### config.mk
export PLATFORM = sky130hd
export DESIGN_NAME = p_beid_interconnect_f0_ahb_mtx_qos_arbiter
export DESIGN_NICKNAME = d
export VERILOG_FILES = /design/src/rtl/p_beid_interconnect_f0_ahb_mtx_qos_arbiter_pkg.sv /design/src/rtl/p_beid_interconnect_f0_ahb_mtx_burst_tracker.sv /design/src/rtl/p_beid_interconnect_f0_ahb_mtx_qos_arbiter.sv
export SDC_FILE = /design/constraint.sdc
export NUM_CORES = 1
export LEC_CHECK = 0
export ABC_CLOCK_PERIOD_IN_PS = 3150
export CORE_MARGIN = 2
export CORE_UTILIZATION = 35
export DETAILED_ROUTE_END_ITERATION = 16
export PLACE_DENSITY_LB_ADDON = 0.05
export SETUP_SLACK_MARGIN = 0.05
export SLEW_MARGIN = 40
export SYNTH_ARGS = -nofsm -noshare
export SYNTH_HDL_FRONTEND = slang
export SYNTH_HIERARCHICAL = 1
export SYNTH_SLANG_ARGS = --single-unit
### constraint.sdc
create_clock -name HCLK -period 3.15 [get_ports HCLK]
set_input_delay 0.4725 -clock HCLK [delete_from_list [all_inputs] [get_ports HCLK]]
set_output_delay 0.4725 -clock HCLK [all_outputs]
set_load 0.02 [all_outputs]
### src/rtl/p_beid_interconnect_f0_ahb_mtx_qos_arbiter_pkg.sv
// ---------------------------------------------------------------------------
// p_beid_interconnect_f0_ahb_mtx_qos_arbiter_pkg
// Shared definitions for the bus-matrix output-stage QoS arbiter:
//   - AHB HTRANS / HBURST encodings
//   - port count and port index width
//   - burst_len_m1(): beats remaining after a NONSEQ for a given HBURST
//   - rr_pick():      first set bit of a port mask in round-robin order
// ---------------------------------------------------------------------------
package p_beid_interconnect_f0_ahb_mtx_qos_arbiter_pkg;

  localparam int NUM_PORTS = 4;
  localparam int PORT_W    = 2;

  typedef enum logic [1:0] {
    HTRANS_IDLE   = 2'b00,
    HTRANS_BUSY   = 2'b01,
    HTRANS_NONSEQ = 2'b10,
    HTRANS_SEQ    = 2'b11
  } htrans_e;

  typedef enum logic [2:0] {
    HBURST_SINGLE = 3'b000,
    HBURST_INCR   = 3'b001,
    HBURST_WRAP4  = 3'b010,
    HBURST_INCR4  = 3'b011,
    HBURST_WRAP8  = 3'b100,
    HBURST_INCR8  = 3'b101,
    HBURST_WRAP16 = 3'b110,
    HBURST_INCR16 = 3'b111
  } hburst_e;

  // Beats still to come after the NONSEQ beat. Undefined-length INCR is
  // protected for its first 4 beats only, so it behaves like INCR4 here.
  function automatic logic [3:0] burst_len_m1(input logic [2:0] hburst);
    logic [3:0] len;
    case (hburst)
      HBURST_INCR, HBURST_WRAP4, HBURST_INCR4: len = 4'd3;
      HBURST_WRAP8, HBURST_INCR8:              len = 4'd7;
      HBURST_WRAP16, HBURST_INCR16:            len = 4'd15;
      default:                                 len = 4'd0;
    endcase
    return len;
  endfunction

  // Search ports start, start+1, ... (mod NUM_PORTS) and return the first
  // one whose mask bit is set. Returns start when the mask is empty.
  function automatic logic [PORT_W-1:0] rr_pick(input logic [NUM_PORTS-1:0] mask,
                                                input logic [PORT_W-1:0]    start);
    logic [PORT_W-1:0] idx;
    logic [PORT_W-1:0] pick;
    logic              found;
    pick  = start;
    found = 1'b0;
    for (int i = 0; i < NUM_PORTS; i++) begin
      idx = start + PORT_W'(i);
      if (!found && mask[idx]) begin
        pick  = idx;
        found = 1'b1;
      end
    end
    return pick;
  endfunction

endpackage

### src/rtl/p_beid_interconnect_f0_ahb_mtx_burst_tracker.sv
// ---------------------------------------------------------------------------
// p_beid_interconnect_f0_ahb_mtx_burst_tracker
// Tracks how many beats of the granted stage's burst are still outstanding so
// the arbiter can hold the grant until the burst (or the first 4 beats of an
// INCR) has completed.
// Ports:
//   HCLK, HRESETn      clock, asynchronous active-low reset
//   HREADYM            transfer accepted; the counter only moves when high
//   HSELM, HTRANSM,
//   HBURSTM            select / transfer type / burst type of granted stage
//   next_hold          beats remain after the current transfer completes
// ---------------------------------------------------------------------------
module p_beid_interconnect_f0_ahb_mtx_burst_tracker
  import p_beid_interconnect_f0_ahb_mtx_qos_arbiter_pkg::*;
(
  input  logic       HCLK,
  input  logic       HRESETn,
  input  logic       HREADYM,
  input  logic       HSELM,
  input  logic [1:0] HTRANSM,
  input  logic [2:0] HBURSTM,
  output logic       next_hold
);

  logic [3:0] remain_reg;
  logic [3:0] remain_next;

  always_comb begin
    remain_next = remain_reg;
    if (!HSELM) begin
      remain_next = 4'd0;
    end else begin
      case (HTRANSM)
        HTRANS_NONSEQ: remain_next = burst_len_m1(HBURSTM);
        HTRANS_SEQ:    remain_next = (remain_reg == 4'd0) ? 4'd0 : remain_reg - 4'd1;
        HTRANS_BUSY:   remain_next = remain_reg;
        default:       remain_next = 4'd0;
      endcase
    end
  end

  assign next_hold = (remain_next != 4'd0);

  always_ff @(posedge HCLK or negedge HRESETn) begin
    if (!HRESETn) begin
      remain_reg <= 4'd0;
    end else if (HREADYM) begin
      remain_reg <= remain_next;
    end
  end

endmodule

### src/rtl/p_beid_interconnect_f0_ahb_mtx_qos_arbiter.sv
// ---------------------------------------------------------------------------
// p_beid_interconnect_f0_ahb_mtx_qos_arbiter
// Output-stage arbiter of a shared AHB slave port. Grants one of four input
// ports per address phase by 2-bit priority with round-robin among equals,
// holds the grant across bursts and locked sequences, and optionally promotes
// ports that have waited AGE_LIMIT accepted transfers.
// Build option: define P_BEID_AHB_MTX_QOS_STARVE_EN to include the age
// counters and the starvation path; otherwise starved is tied to 0.
// Ports:
//   HCLK, HRESETn      clock, asynchronous active-low reset
//   req_port[n]        request from input port n
//   pri_port[2n+1:2n]  priority of port n (3 highest)
//   HREADYM            output transfer done; all state updates qualified by it
//   HSELM, HTRANSM, HBURSTM, HMASTLOCKM   control of the granted stage
//   addr_in_port       granted port index
//   no_port            no port granted
//   starved            current grant came from the starvation path
// ---------------------------------------------------------------------------
module p_beid_interconnect_f0_ahb_mtx_qos_arbiter
  import p_beid_interconnect_f0_ahb_mtx_qos_arbiter_pkg::*;
#(
  parameter int AGE_W     = 4,
  parameter int AGE_LIMIT = 12
) (
  input  logic                  HCLK,
  input  logic                  HRESETn,
  input  logic [NUM_PORTS-1:0]  req_port,
  input  logic [2*NUM_PORTS-1:0] pri_port,
  input  logic                  HREADYM,
  input  logic                  HSELM,
  input  logic [1:0]            HTRANSM,
  input  logic [2:0]            HBURSTM,
  input  logic                  HMASTLOCKM,
  output logic [PORT_W-1:0]     addr_in_port,
  output logic                  no_port,
  output logic                  starved
);

  logic [PORT_W-1:0]    addr_reg;
  logic [PORT_W-1:0]    addr_next;
  logic                 no_port_reg;
  logic                 no_port_next;
  logic                 next_hold;
  logic                 keep_grant;
  logic [PORT_W-1:0]    rr_start;
  logic [1:0]           pri_arr [NUM_PORTS];
  logic [1:0]           max_pri;
  logic [NUM_PORTS-1:0] top_mask;

  p_beid_interconnect_f0_ahb_mtx_burst_tracker u_burst_tracker (
    .HCLK      (HCLK),
    .HRESETn   (HRESETn),
    .HREADYM   (HREADYM),
    .HSELM     (HSELM),
    .HTRANSM   (HTRANSM),
    .HBURSTM   (HBURSTM),
    .next_hold (next_hold)
  );

  assign keep_grant = HMASTLOCKM || next_hold;

  // Current port is checked last; with nothing granted the search begins at 0.
  assign rr_start = no_port_reg ? '0 : addr_reg + PORT_W'(1);

  always_comb begin
    max_pri = 2'd0;
    for (int i = 0; i < NUM_PORTS; i++) begin
      if (req_port[i] && (pri_arr[i] > max_pri)) begin
        max_pri = pri_arr[i];
      end
    end
  end

  for (genvar gi = 0; gi < NUM_PORTS; gi++) begin : g_pri
    assign pri_arr[gi]  = pri_port[2*gi +: 2];
    assign top_mask[gi] = req_port[gi] && (pri_arr[gi] == max_pri);
  end

`ifdef P_BEID_AHB_MTX_QOS_STARVE_EN
  logic [NUM_PORTS-1:0] starve_mask;
  logic                 starved_reg;
  logic                 starved_next;

  // A port ages for every accepted transfer it spends requesting without
  // being granted; it clears as soon as it is granted or stops requesting.
  for (genvar gi = 0; gi < NUM_PORTS; gi++) begin : g_age
    logic [AGE_W-1:0] age_reg;
    logic             granted_next;

    assign granted_next     = !no_port_next && (addr_next == PORT_W'(gi));
    assign starve_mask[gi]  = req_port[gi] && (age_reg == AGE_W'(AGE_LIMIT));

    always_ff @(posedge HCLK or negedge HRESETn) begin
      if (!HRESETn) begin
        age_reg <= '0;
      end else if (HREADYM) begin
        if (req_port[gi] && !granted_next) begin
          if (age_reg != AGE_W'(AGE_LIMIT)) begin
            age_reg <= age_reg + AGE_W'(1);
          end
        end else begin
          age_reg <= '0;
        end
      end
    end
  end

  // starved follows the grant decision: kept through a hold, set by the
  // starvation path, cleared by any other decision.
  always_comb begin
    starved_next = 1'b0;
    if (keep_grant) begin
      starved_next = starved_reg;
    end else if (|starve_mask) begin
      starved_next = 1'b1;
    end
  end

  always_ff @(posedge HCLK or negedge HRESETn) begin
    if (!HRESETn) begin
      starved_reg <= 1'b0;
    end else if (HREADYM) begin
      starved_reg <= starved_next;
    end
  end

  assign starved = starved_reg;
`else
  logic unused_cfg;
  assign unused_cfg = (AGE_W > 0) && (AGE_LIMIT > 0);
  assign starved    = 1'b0;
`endif

  always_comb begin
    addr_next    = addr_reg;
    no_port_next = no_port_reg;
    if (keep_grant) begin
      // Locked sequence or burst in progress: grant (or no_port) unchanged.
      addr_next    = addr_reg;
      no_port_next = no_port_reg;
    end
`ifdef P_BEID_AHB_MTX_QOS_STARVE_EN
    else if (|starve_mask) begin
      addr_next    = rr_pick(starve_mask, rr_start);
      no_port_next = 1'b0;
    end
`endif
    else if (|req_port) begin
      addr_next    = rr_pick(top_mask, rr_start);
      no_port_next = 1'b0;
    end else if (!no_port_reg && HSELM) begin
      // Idle but the granted stage still selects the slave: park on it.
      addr_next    = addr_reg;
      no_port_next = 1'b0;
    end else begin
      // Release; the index is left where it was.
      no_port_next = 1'b1;
    end
  end

  always_ff @(posedge HCLK or negedge HRESETn) begin
    if (!HRESETn) begin
      addr_reg    <= '0;
      no_port_reg <= 1'b1;
    end else if (HREADYM) begin
      addr_reg    <= addr_next;
      no_port_reg <= no_port_next;
    end
  end

  assign addr_in_port = addr_reg;
  assign no_port      = no_port_reg;

endmodule

### Yosys cells after proc, flatten, opt, wreduce, memory -nomap -nowiden

Cells that the tools add are included.

| word-level totals | value |
|---|---|
| input port bits | 22 |
| output and inout bits | 4 |
| register bits | 7 |
| logic and storage cells | 87 |

| operators by class | value |
|---|---|
| equal/unequal tests | 14 |
| bitwise operators | 1 |
| reduce and logical (&&, ||, !) cells | 25 |
| $add $sub $neg | 5 |
| multiplexer cells | 31 |
| order comparisons | 8 |

Operators with widths:

| cell | count |
|---|---|
| one-hot mux 4 bit (3 select lines) | 2 |
| 2-to-1 mux 2 bit | 8 |
| 2-to-1 mux 1 bit | 15 |
| == test 3 bit, second input constant | 4 |
| logical AND 1 bit | 12 |
| less-than comparator 2 x 3 -> 1 bit, second input constant | 4 |
| binary-select mux 1 bit (select 2 bit) | 4 |
| == test 2 bit | 4 |
| 2-to-1 mux 4 bit | 2 |
| == test 3 x 2 -> 1 bit, second input constant | 2 |
| greater-than comparator 2 bit | 3 |
| adder 2 x 1 -> 2 bit, second input constant | 2 |
| adder 2 bit, second input constant | 2 |
| == test 2 bit, second input constant | 2 |
| zero test 1 bit | 4 |
| zero test 4 bit | 1 |
| nonzero test 4 bit | 1 |
| OR reduction 2 bit | 2 |
| OR reduction 4 bit | 1 |
| subtractor 4 x 1 -> 4 bit, second input constant | 1 |
| == test 3 x 1 -> 1 bit, second input constant | 1 |
| AND reduction 3 bit | 1 |
| OR reduction 3 bit | 1 |
| == test 2 x 1 -> 1 bit, second input constant | 1 |
| 4 further kinds | 4 |

### Depth between registers and ports, before layout

| depth | value |
|---|---|
| word-level depth | 32 |
| mapped depth | 21 |
| mapped depth without buffers | 21 |

### By module

The synthesis kept the hierarchy.

Modules (own cells, without submodules):

| module | sequential area each (µm²) | cells each | times used | area each (µm²) |
|---|---|---|---|---|
| p_beid_interconnect_f0_ahb_mtx_qos_arbiter | 76.3 | 138 | 1 | 1,097.3 |
| p_beid_interconnect_f0_ahb_mtx_burst_tracker | 100.1 | 40 | 1 | 337.8 |

### Least setup slack after synthesis

Ideal clock, no wire load.

| path | value |
|---|---|
| path type | input to register |
| start point | input port pri_port[1] |
| end point | register addr_reg[0], in the netlist addr_in_port[0] |
| setup slack | -2.010 ns |
| path buffers | 0 |
| cell stages on the path | 21 |
| arrival time | 5.073 ns |
| data required time | 3.063 ns |
| setup time | 0.087 ns |
| path through | and2_2 -> inv_1 -> ha_1 -> and2_4 -> a211o_4 -> a21o_2 -> ha_1 -> a21boi_0 -> o21a_1 -> a211oi_2 -> or2_2 -> ha_1 -> a21boi_0 -> o21ai_0 -> o21ai_0 -> nor3_2 -> o31ai_4 -> o2bb2ai_1 -> a211oi_1 -> or4_4 -> a211oi_2 |

| on the way | value |
|---|---|
| word-level cells in the longest chain between the ends | 32 |
| elaborated cells on any way between the ends | 46 |
| classes of those cells | order compare: 4; eq/ne: 4; mux: 24; reduce/logical: 14 |

RTL lines:

| what | line | source |
|---|---|---|
| start: declaration | p_beid_interconnect_f0_ahb_mtx_qos_arbiter.sv:28 | `input logic [2*NUM_PORTS-1:0] pri_port,` |
| greater-than comparator 2 x 1 -> 1 bit | p_beid_interconnect_f0_ahb_mtx_qos_arbiter.sv:68 | `if (req_port[i] && (pri_arr[i] > max_pri)) begin` |
| logical AND 1 bit | p_beid_interconnect_f0_ahb_mtx_qos_arbiter.sv:68 |  |
| 2-to-1 mux 2 bit | p_beid_interconnect_f0_ahb_mtx_qos_arbiter.sv:68 |  |
| greater-than comparator 2 bit | p_beid_interconnect_f0_ahb_mtx_qos_arbiter.sv:68 |  |
| logical AND 1 bit | p_beid_interconnect_f0_ahb_mtx_qos_arbiter.sv:68 |  |
| 2-to-1 mux 2 bit | p_beid_interconnect_f0_ahb_mtx_qos_arbiter.sv:68 |  |
| greater-than comparator 2 bit | p_beid_interconnect_f0_ahb_mtx_qos_arbiter.sv:68 |  |
| logical AND 1 bit | p_beid_interconnect_f0_ahb_mtx_qos_arbiter.sv:68 |  |
| (+16 left out) | - |  |
| zero test 1 bit | p_beid_interconnect_f0_ahb_mtx_qos_arbiter_pkg.sv:56 | `if (!found && mask[idx]) begin` |
| logical AND 1 bit | p_beid_interconnect_f0_ahb_mtx_qos_arbiter_pkg.sv:56 |  |
| 2-to-1 mux 1 bit | p_beid_interconnect_f0_ahb_mtx_qos_arbiter_pkg.sv:56 |  |
| 2-to-1 mux 1 bit | p_beid_interconnect_f0_ahb_mtx_qos_arbiter.sv:148 | `else if (\|req_port) begin` |
| 2-to-1 mux 1 bit | p_beid_interconnect_f0_ahb_mtx_qos_arbiter.sv:137 | `if (keep_grant) begin` |
| zero test 1 bit | p_beid_interconnect_f0_ahb_mtx_qos_arbiter_pkg.sv:56 |  |
| logical AND 1 bit | p_beid_interconnect_f0_ahb_mtx_qos_arbiter_pkg.sv:56 |  |
| 2-to-1 mux 2 bit (*) | p_beid_interconnect_f0_ahb_mtx_qos_arbiter_pkg.sv:56 |  |
| end signal: assignment | p_beid_interconnect_f0_ahb_mtx_qos_arbiter.sv:166 | `addr_reg <= addr_next;` |
| end: declaration | p_beid_interconnect_f0_ahb_mtx_qos_arbiter.sv:39 | `logic [PORT_W-1:0] addr_reg;` |

Every way passes the cells marked *; elsewhere a longest branch is shown, timed or not. The select of a mux whose other input is x is not followed.
A chain may end at the register's enable or synchronous reset.

### Final worst setup path

| path | value |
|---|---|
| start point | input port req_port[0] |
| end point | register addr_reg[0], in the netlist addr_in_port[0] |

| on the way | value |
|---|---|
| word-level cells in the longest chain between the ends | 31 |
| elaborated cells on any way between the ends | 47 |
| classes of those cells | order compare: 3; eq/ne: 4; mux: 24; reduce/logical: 16 |

RTL lines:

| what | line | source |
|---|---|---|
| start: declaration | p_beid_interconnect_f0_ahb_mtx_qos_arbiter.sv:27 | `input logic [NUM_PORTS-1:0] req_port,` |
| logical AND 1 bit | p_beid_interconnect_f0_ahb_mtx_qos_arbiter.sv:68 |  |
| 2-to-1 mux 2 bit | p_beid_interconnect_f0_ahb_mtx_qos_arbiter.sv:68 |  |
| greater-than comparator 2 bit | p_beid_interconnect_f0_ahb_mtx_qos_arbiter.sv:68 |  |
| logical AND 1 bit | p_beid_interconnect_f0_ahb_mtx_qos_arbiter.sv:68 |  |
| 2-to-1 mux 2 bit | p_beid_interconnect_f0_ahb_mtx_qos_arbiter.sv:68 |  |
| greater-than comparator 2 bit | p_beid_interconnect_f0_ahb_mtx_qos_arbiter.sv:68 |  |
| logical AND 1 bit | p_beid_interconnect_f0_ahb_mtx_qos_arbiter.sv:68 |  |
| 2-to-1 mux 2 bit | p_beid_interconnect_f0_ahb_mtx_qos_arbiter.sv:68 |  |
| (+15 left out) | - |  |
| zero test 1 bit | p_beid_interconnect_f0_ahb_mtx_qos_arbiter_pkg.sv:56 |  |
| logical AND 1 bit | p_beid_interconnect_f0_ahb_mtx_qos_arbiter_pkg.sv:56 |  |
| 2-to-1 mux 1 bit | p_beid_interconnect_f0_ahb_mtx_qos_arbiter_pkg.sv:56 |  |
| 2-to-1 mux 1 bit | p_beid_interconnect_f0_ahb_mtx_qos_arbiter.sv:148 |  |
| 2-to-1 mux 1 bit | p_beid_interconnect_f0_ahb_mtx_qos_arbiter.sv:137 |  |
| zero test 1 bit | p_beid_interconnect_f0_ahb_mtx_qos_arbiter_pkg.sv:56 |  |
| logical AND 1 bit | p_beid_interconnect_f0_ahb_mtx_qos_arbiter_pkg.sv:56 |  |
| 2-to-1 mux 2 bit | p_beid_interconnect_f0_ahb_mtx_qos_arbiter_pkg.sv:56 |  |

Several ways; a longest one is shown, not always the timed one. The select of a mux whose other input is x is not followed.

==> flow_summary.toml <==
[grt]
antenna_found_initial = 0
grt_pass1_wl_um = 7510
track_usage_pct = 21.0
grt_max_degree = 17
grt_pass1_vias = 1650
grt-ovfl-total = 0

[worst_setup_path]
crit_type = "in2reg"
cpMostUsedCell = "buf_4"
crit_arrival_ps = 4820
cp-end-kind = "flip-flop"
crit_buf_inv = 10
crit_path_max_fanout = 4
slowest_stage = "or4_4"
critPathRequiredTime_ps = 3290
cpLargestDelayFamily = "compound AO/OA/AOI/OAI gates"
slowest_delay_ps = 490
critPathLaunchType = "primary input"

[detailed_routing]
detail-route-antenna-nets = 0
drt_wl_total_um = 4570
first_pass_iters = 4
routed-via-count = 1701
initialDrtViolationCount = 67
routedWlPerCell_um = 14.4
drc = 0
vias_per_cell = 5.35

[hold_path]
hp-class = "in2async"

[sta]
fmax_ghz = 0.214
whs_ps = 503
final.min_clock_period_ps = 4670
finalCritPeriodShare_pct = 148
final-max-slew-violation-count = 0
postLayoutSetupSlackWorst_ps = -1520
finClkSkew_ps = 2.32
hold_viol_final = 0
rsz0062_at_grt = "yes"
setup_viol = 2

[placed_design]
portBuffers = 24
place.gp.congestion = 0.852
place_inst = 291
hpwlAfterDp_um = 3290

[outcome]
violations = "negative setup slack"
status = "complete, but fails checks"

[clocking]
clkLatencyLatePin_ps = 230
cts.sinks = 7
cts_made_buffers = 3
clk_pin_slew_ps = 40
tritoncts = "yes"
clk_path_buf_depth = 2
ctsHtreeMaxLevel = 1
clockRootBuffer = "clkbuf_8"
hold_buffers = 0

[yosys]
synth_fp_nets = 207
synth.distinct_cells = 67
syn_inst = 178
ys.flop_type = "dfrtp_1"
seq_area_frac_synth_pct = 12.3
syn_area_sq_um = 1440
avgSynthCellArea_sq_um = 8.06
yosys-top-cells-area = "dfrtp_1, ha_1, nor2_1"
synth_edf_count = 0
netlist.area_leader.share_pct = 10.5
ys_seq_elements = 7
synth_warnings = 6
async_flop_share_pct = 100
synth_top_area_cell = "dfrtp_1"

[cells_and_area]
multi_input_area_sq_um = 1330
nNetsFinal = 298
num-fill-cells = 342
diodes = 0
syn_to_final_growth_pct = 68.9
seq_area_sq_um = 176
largest_reg_flops = 4
layout-drive-gt1-share_pct = 44.8
stdcell_count = 318

[power]
pwr-share-seq_pct = 16.4
power.internal_uw = 622
p_switching_uw = 453
power.share.clock_pct = 11.9
power.density_nw_per_um2 = 444
vdd_ir_drop_max_mv = 0.198
leakage_nw = 1.01
p_sw_share_pct = 42.1
combPwrFrac_pct = 71.7

[floorplanning]
num_rows = 23
coreArea_sq_um = 3970
initial_core_util_pct = 36.1
die_area_sq_um = 4630
dieWidth_um = 68.0
io_pins = 26
die_y_um = 68.0

[job]
drv_cap = 0
[synthesized netlist by cell type (all sizes together) (2+ instances only)]
cell / instances
nand2: 11
nor4b: 2
nand4: 2
a211oi: 6
o2bb2ai: 3
o22ai: 5
clkbuf: 3
o211ai: 2
nor3b: 3
a21oi: 4
o21ai: 13
a21boi: 3
or4: 3
mux2i: 4
inv: 15
a2111o: 2
or3: 2
o21a: 4
xnor2: 3
nor3: 6
nor2: 20
and2: 4
buf: 2
nor2b: 3
dfrtp: 6
ha: 7
or2: 2
nand2b: 6
a2111oi: 3
o31ai: 3
a41oi: 2
xor2: 2
nor4: 2
[power groups by stage]
stage          registers, mW  clock network (mW)  logic [mW]
2_1_floorplan          0.148                   0       0.459
3_3_place_gp           0.169                   0       0.648
3_5_place_dp           0.171                   0       0.654
4_1_cts                0.173               0.130       0.746
5_1_grt                0.181               0.135       0.832
6_report               0.177               0.128       0.771
[worst reg2reg max path, delay by kind of cell, from the launching register on]
| family | cells | cell delay, ps |
|---|---|---|
| simple gates | 7 | 1240 |
| buf+inv | 1 | 100 |
| flops | 1 | 420 |
| compound gates | 3 | 470 |
| fa+ha+maj | 1 | 190 |
[per-stage QoR]
step	util [%]	total power, mW	TNS (ps)	cell area (sq um)	setup slack (ps)
5_1_grt	61.0	1.15	-3260	2420	-1690
6_report	61.0	1.08	-2930	2420	-1520
3_3_place_gp	52.6	0.817	-4270	2090	-2240
4_1_cts	60.5	1.05	-2850	2400	-1490
2_1_floorplan	-	0.607	-2900	1510	-1570
3_5_place_dp	52.6	0.825	-4360	2090	-2270
[routing by layer]
layer / share of wire (%) / track usage, %
met3: 3.3 / 2.14
met4: 0.37 / 3.00
met5: 0 / 0
met2: 50 / 36.9
met1: 46 / 28.1
[placed cells by master, fill, tap and decap left out, types with 4 or more instances in the layout]
| cell type | instances |
|---|---|
| o21ai_1 | 7 |
| dfrtp_1 | 6 |
| nor3_1 | 4 |
| mux2i_1 | 4 |
| clkdlybuf4s50_1 | 19 |
| a211oi_2 | 4 |
| o22ai_1 | 5 |
| buf_4 | 67 |
| nand2_1 | 10 |
| nor2_1 | 20 |
| inv_1 | 11 |
| ha_4 | 5 |
| o21ai_0 | 4 |
| nand2b_1 | 5 |
[timing repair]
item	4_1_cts	5_1_grt
pin swaps	20	0
setup buffers	23	0
endpoints found under the setup margin	2	2
gates resized for setup	35	3
[kinds of logic (layout without fill, tap and decap cells)]
family          count (synthesis)  after routing  share of synthesized area [%]
simple gates                   69             69                           27.2
compound gates                 63             63                           39.2
buf+inv                        21            111                           8.28
fa+ha+maj                       7              7                           6.10
flops                           7              7                           12.3
xor+xnor                        5              5                           3.05
mux                             5              5                           3.57
other cells                     1              1                          0.261
[final cells by class]
cell class / count / area share, %
inverter: 15 / 2.43
tap: 50 / 2.58
timing repair buffer: 92 / 31.2
sequential: 7 / 7.28
clock buffer: 4 / 1.86
multi-input combinational: 150 / 54.7
[final timing paths]
check	end	cells after the start	slack, ps	startpoint
min in group HCLK	u_burst_tracker/remain_reg[2]	2	610	u_burst_tracker/remain_reg[2]
worst min register to register	u_burst_tracker/remain_reg[2]	2	610	u_burst_tracker/remain_reg[2]
worst max register to register	addr_in_port[0]	12	630	u_burst_tracker/remain_reg[0]
worst max-delay path	addr_in_port[0]	25	-1520	req_port[0]
worst min-delay path	addr_in_port[0]	1	500	HRESETn
max in group asynchronous	no_port	1	2360	HRESETn
Note: power is estimated with default switching activity, not from simulation.
